### src/rtl/reg_access_master.sv
// reg_access_master
//   Initiator-side sequencer for a bank of NUM_REGS single-port registers.
//   It takes one command at a time on the cmd_* channel, then pulses the
//   one-hot write and/or read enable of the addressed register for one cycle
//   each. The result comes back on the rsp_* channel.
//
// Ports
//   clk, reset        clock; asynchronous active-low reset
//   cmd_valid/ready   command handshake
//   cmd_op            00 WRITE, 01 READ, 10 WRITE_READ, 11 reserved (error)
//   cmd_addr          register index
//   cmd_wdata         write data
//   rsp_valid/ready   response handshake
//   rsp_rdata         read data (0 for writes and errors)
//   rsp_error         address out of range or reserved op
//   reg_write_enable  one-hot write enable to the bank
//   reg_read_enable   one-hot read enable to the bank
//   reg_write_data    data shared by every register write port
//   reg_read_data     concatenated read ports, slice i = register i
//
// state | meaning
// IDLE  | ready for a command
// WR    | write enable of captured address high for one cycle
// RD    | read enable high; addressed slice captured into rsp_rdata
// RESP  | response presented until rsp_ready
module reg_access_master #(
  parameter int DATA_WIDTH = 8,
  parameter int NUM_REGS   = 4,
  parameter int ADDR_WIDTH = 2
) (
  input  logic                           clk,
  input  logic                           reset,
  input  logic                           cmd_valid,
  output logic                           cmd_ready,
  input  logic [1:0]                     cmd_op,
  input  logic [ADDR_WIDTH-1:0]          cmd_addr,
  input  logic [DATA_WIDTH-1:0]          cmd_wdata,
  output logic                           rsp_valid,
  input  logic                           rsp_ready,
  output logic [DATA_WIDTH-1:0]          rsp_rdata,
  output logic                           rsp_error,
  output logic [NUM_REGS-1:0]            reg_write_enable,
  output logic [NUM_REGS-1:0]            reg_read_enable,
  output logic [DATA_WIDTH-1:0]          reg_write_data,
  input  logic [NUM_REGS*DATA_WIDTH-1:0] reg_read_data
);

  localparam logic [1:0] OP_WRITE      = 2'b00;
  localparam logic [1:0] OP_READ       = 2'b01;
  localparam logic [1:0] OP_WRITE_READ = 2'b10;
  localparam logic [1:0] OP_RSVD       = 2'b11;

  typedef enum logic [1:0] {IDLE, WR, RD, RESP} state_t;

  state_t                state_q, state_d;
  logic [ADDR_WIDTH-1:0] addr_q, addr_d;
  logic                  wr_then_rd_q, wr_then_rd_d;
  logic [DATA_WIDTH-1:0] wdata_q, wdata_d;
  logic [DATA_WIDTH-1:0] rdata_q, rdata_d;
  logic                  error_q, error_d;
  logic                  cmd_bad;
  logic [DATA_WIDTH-1:0] rd_slice;

  // Widened compare so NUM_REGS == 2**ADDR_WIDTH does not overflow.
  assign cmd_bad = ({1'b0, cmd_addr} >= (ADDR_WIDTH+1)'(NUM_REGS)) || (cmd_op == OP_RSVD);

  always_comb begin
    rd_slice = '0;
    for (int i = 0; i < NUM_REGS; i++) begin
      if (addr_q == ADDR_WIDTH'(i)) rd_slice = reg_read_data[i*DATA_WIDTH +: DATA_WIDTH];
    end
  end

  always_comb begin
    state_d      = state_q;
    addr_d       = addr_q;
    wr_then_rd_d = wr_then_rd_q;
    wdata_d      = wdata_q;
    rdata_d      = rdata_q;
    error_d      = error_q;
    case (state_q)
      IDLE: begin
        if (cmd_valid) begin
          addr_d       = cmd_addr;
          wr_then_rd_d = (cmd_op == OP_WRITE_READ);
          if (cmd_bad) begin
            error_d = 1'b1;
            rdata_d = '0;
            state_d = RESP;
          end else if (cmd_op == OP_READ) begin
            state_d = RD;
          end else begin
            // OP_WRITE or OP_WRITE_READ: data is launched ahead of the WR cycle.
            wdata_d = cmd_wdata;
            state_d = WR;
          end
        end
      end
      WR: state_d = wr_then_rd_q ? RD : RESP;
      RD: begin
        rdata_d = rd_slice;
        state_d = RESP;
      end
      RESP: begin
        if (rsp_ready) begin
          rdata_d = '0;
          error_d = 1'b0;
          state_d = IDLE;
        end
      end
      default: state_d = IDLE;
    endcase
  end

  always_ff @(posedge clk or negedge reset) begin
    if (!reset) begin
      state_q      <= IDLE;
      addr_q       <= '0;
      wr_then_rd_q <= 1'b0;
      wdata_q      <= '0;
      rdata_q      <= '0;
      error_q      <= 1'b0;
    end else begin
      state_q      <= state_d;
      addr_q       <= addr_d;
      wr_then_rd_q <= wr_then_rd_d;
      wdata_q      <= wdata_d;
      rdata_q      <= rdata_d;
      error_q      <= error_d;
    end
  end

  // Enables decode only registered state, so they drop as soon as reset hits.
  always_comb begin
    reg_write_enable = '0;
    reg_read_enable  = '0;
    for (int i = 0; i < NUM_REGS; i++) begin
      reg_write_enable[i] = (state_q == WR) && (addr_q == ADDR_WIDTH'(i));
      reg_read_enable[i]  = (state_q == RD) && (addr_q == ADDR_WIDTH'(i));
    end
  end

  assign cmd_ready      = (state_q == IDLE) && reset;
  assign rsp_valid      = (state_q == RESP);
  assign rsp_rdata      = rdata_q;
  assign rsp_error      = error_q;
  assign reg_write_data = wdata_q;

  // OP_WRITE is the fall-through case of the IDLE decode.
  logic unused_op;
  assign unused_op = (OP_WRITE == 2'b00);

endmodule

### config.mk
export PLATFORM = sky130hd
export DESIGN_NAME = reg_access_master
export DESIGN_NICKNAME = d
export VERILOG_FILES = /design/src/rtl/reg_access_master.sv
export SDC_FILE = /design/constraint.sdc
export NUM_CORES = 1
export LEC_CHECK = 0
export ABC_AREA = 1
export CORE_MARGIN = 4
export CORE_UTILIZATION = 44
export CTS_BUF_LIST = sky130_fd_sc_hd__clkbuf_8
export CTS_CLUSTER_SIZE = 8
export DETAILED_ROUTE_END_ITERATION = 8
export DONT_BUFFER_PORTS = 1
export PLACE_DENSITY = 0.65
export SLEW_MARGIN = 20
export SYNTH_ARGS = -nofsm -noshare
export SYNTH_HDL_FRONTEND = slang
export SYNTH_SLANG_ARGS = --single-unit
### constraint.sdc
create_clock -name clk -period 1.9 [get_ports clk]
set_clock_uncertainty 0.1 [all_clocks]
set_input_delay 0.095 -clock clk [delete_from_list [all_inputs] [get_ports clk]]
set_output_delay 0.095 -clock clk [all_outputs]
set_load 0.01 [all_outputs]
==> flow_summary.ini <==
[worst_setup_path]
cp_cell_sequence = clkinvlp_4 > nor2_2 > nand2_1 > nand3_1 > dlygate4sd3_1 > nand2_1 > nand2_1
slowest_stage = dlygate4sd3_1
path_depth = 7
cp-start-kind = flip-flop
rr_endpoint = rsp_rdata[0]
crit_end = rsp_rdata[0]
worst-path-buf-inv = 2
crit_type = flip-flop to flip-flop
crit_fanout = 9
reg2reg_slack_ns = 0.17
cp-end-kind = flip-flop
worst-endpoint-required_ns = 2.01
cp.arrival_ns = 1.84
r2r_cells = 7
r2r_start = addr_q[0]
max_stage_delay_ns = 0.55
critical_path.startpoint = addr_q[0]
critical_path.top_delay_family = buffers and inverters
worst_path_most_repeated_cell = nand2_1

[finish]
instances_no_fill = 274
n_antenna_cell = 0
fin_nets = 283
ff_latch_area_um2 = 551.8
multi_input_area_um2 = 693.2
layout-drive-gt1-share = 0.1391
utilization = 0.5715
n_fill_cell = 289
syn2layout_area_growth_pct = 23.66

[logic_synthesis]
synth.largest_area_cell = dfrtp_1
synthCells = 205
synthDistinctLibCells = 21
synth.area.top_cells = dfrtp_1 39%, nand2_1 18%, inv_1 8.7%, nor2_1 7.9%, o21ai_2 5.5%
yosysWarnings = 0
avgSynthCellArea_um2 = 6.940
synth_nets = 257
synth_seq_cells = 22
synth_area_um2 = 1423
synth.top_cell.area_share = 0.3870
yosysSeqAreaShare = 0.3870

[timing]
hold_ws_ns = 0.01686
fin_tns_setup_ns = 0
hold_violations = 0
slew-limit-headroom = 0.6675
post-route-min-period_ns = 1.734
fin_crit_sh = 0.9129
rsz0062_at_grt = false
setup_viol = 0
fmax_ghz = 0.5765
drv_slew = 0
worst_pin_slew_ns = 0.4988

[floorplan]
rows = 20
die_y_um = 64.86
dieArea_um2 = 4207
fp.dieW_um = 64.86
ios = 75
initial_utilization = 0.4622
coreArea_um2 = 3078

[drt]
dr_total_vias = 1299
via_per_inst = 4.741
first_pass_iters = 4
drtIter0Drc = 70
wire_per_inst_um = 13.02
antenna_left = 0
drt_wl_total_um = 3568
route.detailed.drc = 0

[pwr]
vdd_ir_drop_max_uv = 799.4
power.share.switching = 0.4561
pwr_density_cell_nw_per_um2 = 1522
power_frac_comb = 0.479
cellLeakagePower_nw = 0.9599
switchingPower_w = 0.001221
power_frac_seq = 0.358
p_int_w = 0.001456
clockPowerShare = 0.163

[place]
hpwl_um = 2501
placed_cells = 243
numPortBuffers = 0
gp_congestion = 0.7887

[clock_tree]
cts_tree = done
clock-sinks = 22
cts_max_level = 1
clkTransAtPathRegs_ns = 0.08
clk_latency_ns = 0.26
root_buffer = clkbuf_8
numCtsBuffers = 3
clk_path_buf_depth = 2

[global_routing]
grt_util_met2 = 0.3078
grt_usage = 0.1759
first_global_vias = 1304
grt_max_degree = 23
grt_first_pass_wirelength_um = 5664
gr-usage-met3 = 0.06586
grt-ovfl-total = 0
antenna_found_initial = 0
top_usage_layer = met2
grtUsageMet1 = 0.1959

[run_status]
status = finished, final reports clean

[hold_path]
hold_depth = 5
hp-class = primary input to flip-flop

[run]
drv_cap = 0
==> routing by layer <==
metal / wire length (um) / vias to the layer above
met5: 0 / -
met4: 21 / 0
met3: 276 / 2
met2: 1813 / 50
met1: 1457 / 584
li1: - / 663
==> layout by cell type, fill, tap and decap left out, types with 2 or more instances in the layout <==
cell           Yosys  final
buf_4              2      2
clkbuf_8           0      3
dfrtp_1           22     21
dlygate4sd3_1      0     24
ha_1               4      3
inv_1             33     32
nand2_1           68     68
nand2_2            2      2
nand3_1            8      8
nor2_1            30     28
nor2_2             0      2
o21ai_0            9      9
o21ai_2            9      9
or2_2              7      8
==> power by group through the flow <==
stage          Sequential (W)  Combinational, W  Clock [W]
2_1_floorplan        0.000873           0.00106          0
4_1_cts              0.000951           0.00124   0.000453
3_5_place_dp         0.000961           0.00116          0
3_3_place_gp         0.000958           0.00115          0
5_1_grt              0.000994           0.00149   0.000471
6_report             0.000958           0.00128   0.000437
==> area by class of cell <==
cell class              count  share of cell area
multi-input cells         144              0.3940
flip-flops and latches     22              0.3137
repair buffers             27              0.1479
inverters                  33             0.07255
well taps                  44             0.03129
clock buffers               3             0.02347
clock inverters             1             0.01707
==> kinds of logic after synthesis <==
family	after synthesis	share of synthesized area
buf+inv	39	0.1310
compound gates	21	0.1003
simple gates	119	0.3465
fa+ha+maj	4	0.03518
flops	22	0.3870
==> cell usage after synthesis, drive strengths merged <==
cell type   n
a21oi       1
a31oi       1
buf         6
dfrtp      22
ha          4
inv        33
nand2      71
nand3       8
nand4       1
nor2       30
nor3        1
o211ai      1
o21ai      18
or2         8
==> worst reg2reg max path: stages (launching register included) <==
cell           delay [ns]
dfrtp_2              0.48
clkinvlp_4           0.17
nor2_2               0.14
nand2_1              0.07
nand3_1              0.07
dlygate4sd3_1        0.55
nand2_1              0.06
nand2_1              0.05
==> worst min path at each step <==
stage	end	from	slack [ns]
floorplan	addr_q[0]	reset	-0.30
global route	rsp_rdata[5]	reg_read_data[21]	0.04
finish	rsp_rdata[4]	reg_read_data[20]	0.02
CTS	rsp_rdata[4]	reg_read_data[20]	0.009
global placement	rsp_rdata[4]	reset	-0.30
detailed placement	rsp_rdata[4]	reset	-0.30
==> timing repair <==
action,in CTS,in global routing
hold buffers,24,1
setup endpoints to repair,0,14
gates resized for setup,0,6
endpoints found under the hold margin,43,22
buffers inserted,0,2
==> sequential cells by signal (all words and copies together) (netlist names) <==
register	cells
rsp_rdata	8
rsp_error	1
wr_then_rd_q	1
state_q	2
reg_write_data	8
addr_q	2
==> stage by stage <==
stage	cell area, um2	total power, W	setup WS (ns)
final	1759	0.002677	0.1655
after CTS	1727	0.002641	0.02131
after floorplan	1423	0.001936	0.3368
after global placement	1415	0.002107	0.09715
after detailed placement	1415	0.002120	0.02831
after global routing	1759	0.002957	0.01074
No activity file was read; power rests on OpenSTA's default activity.
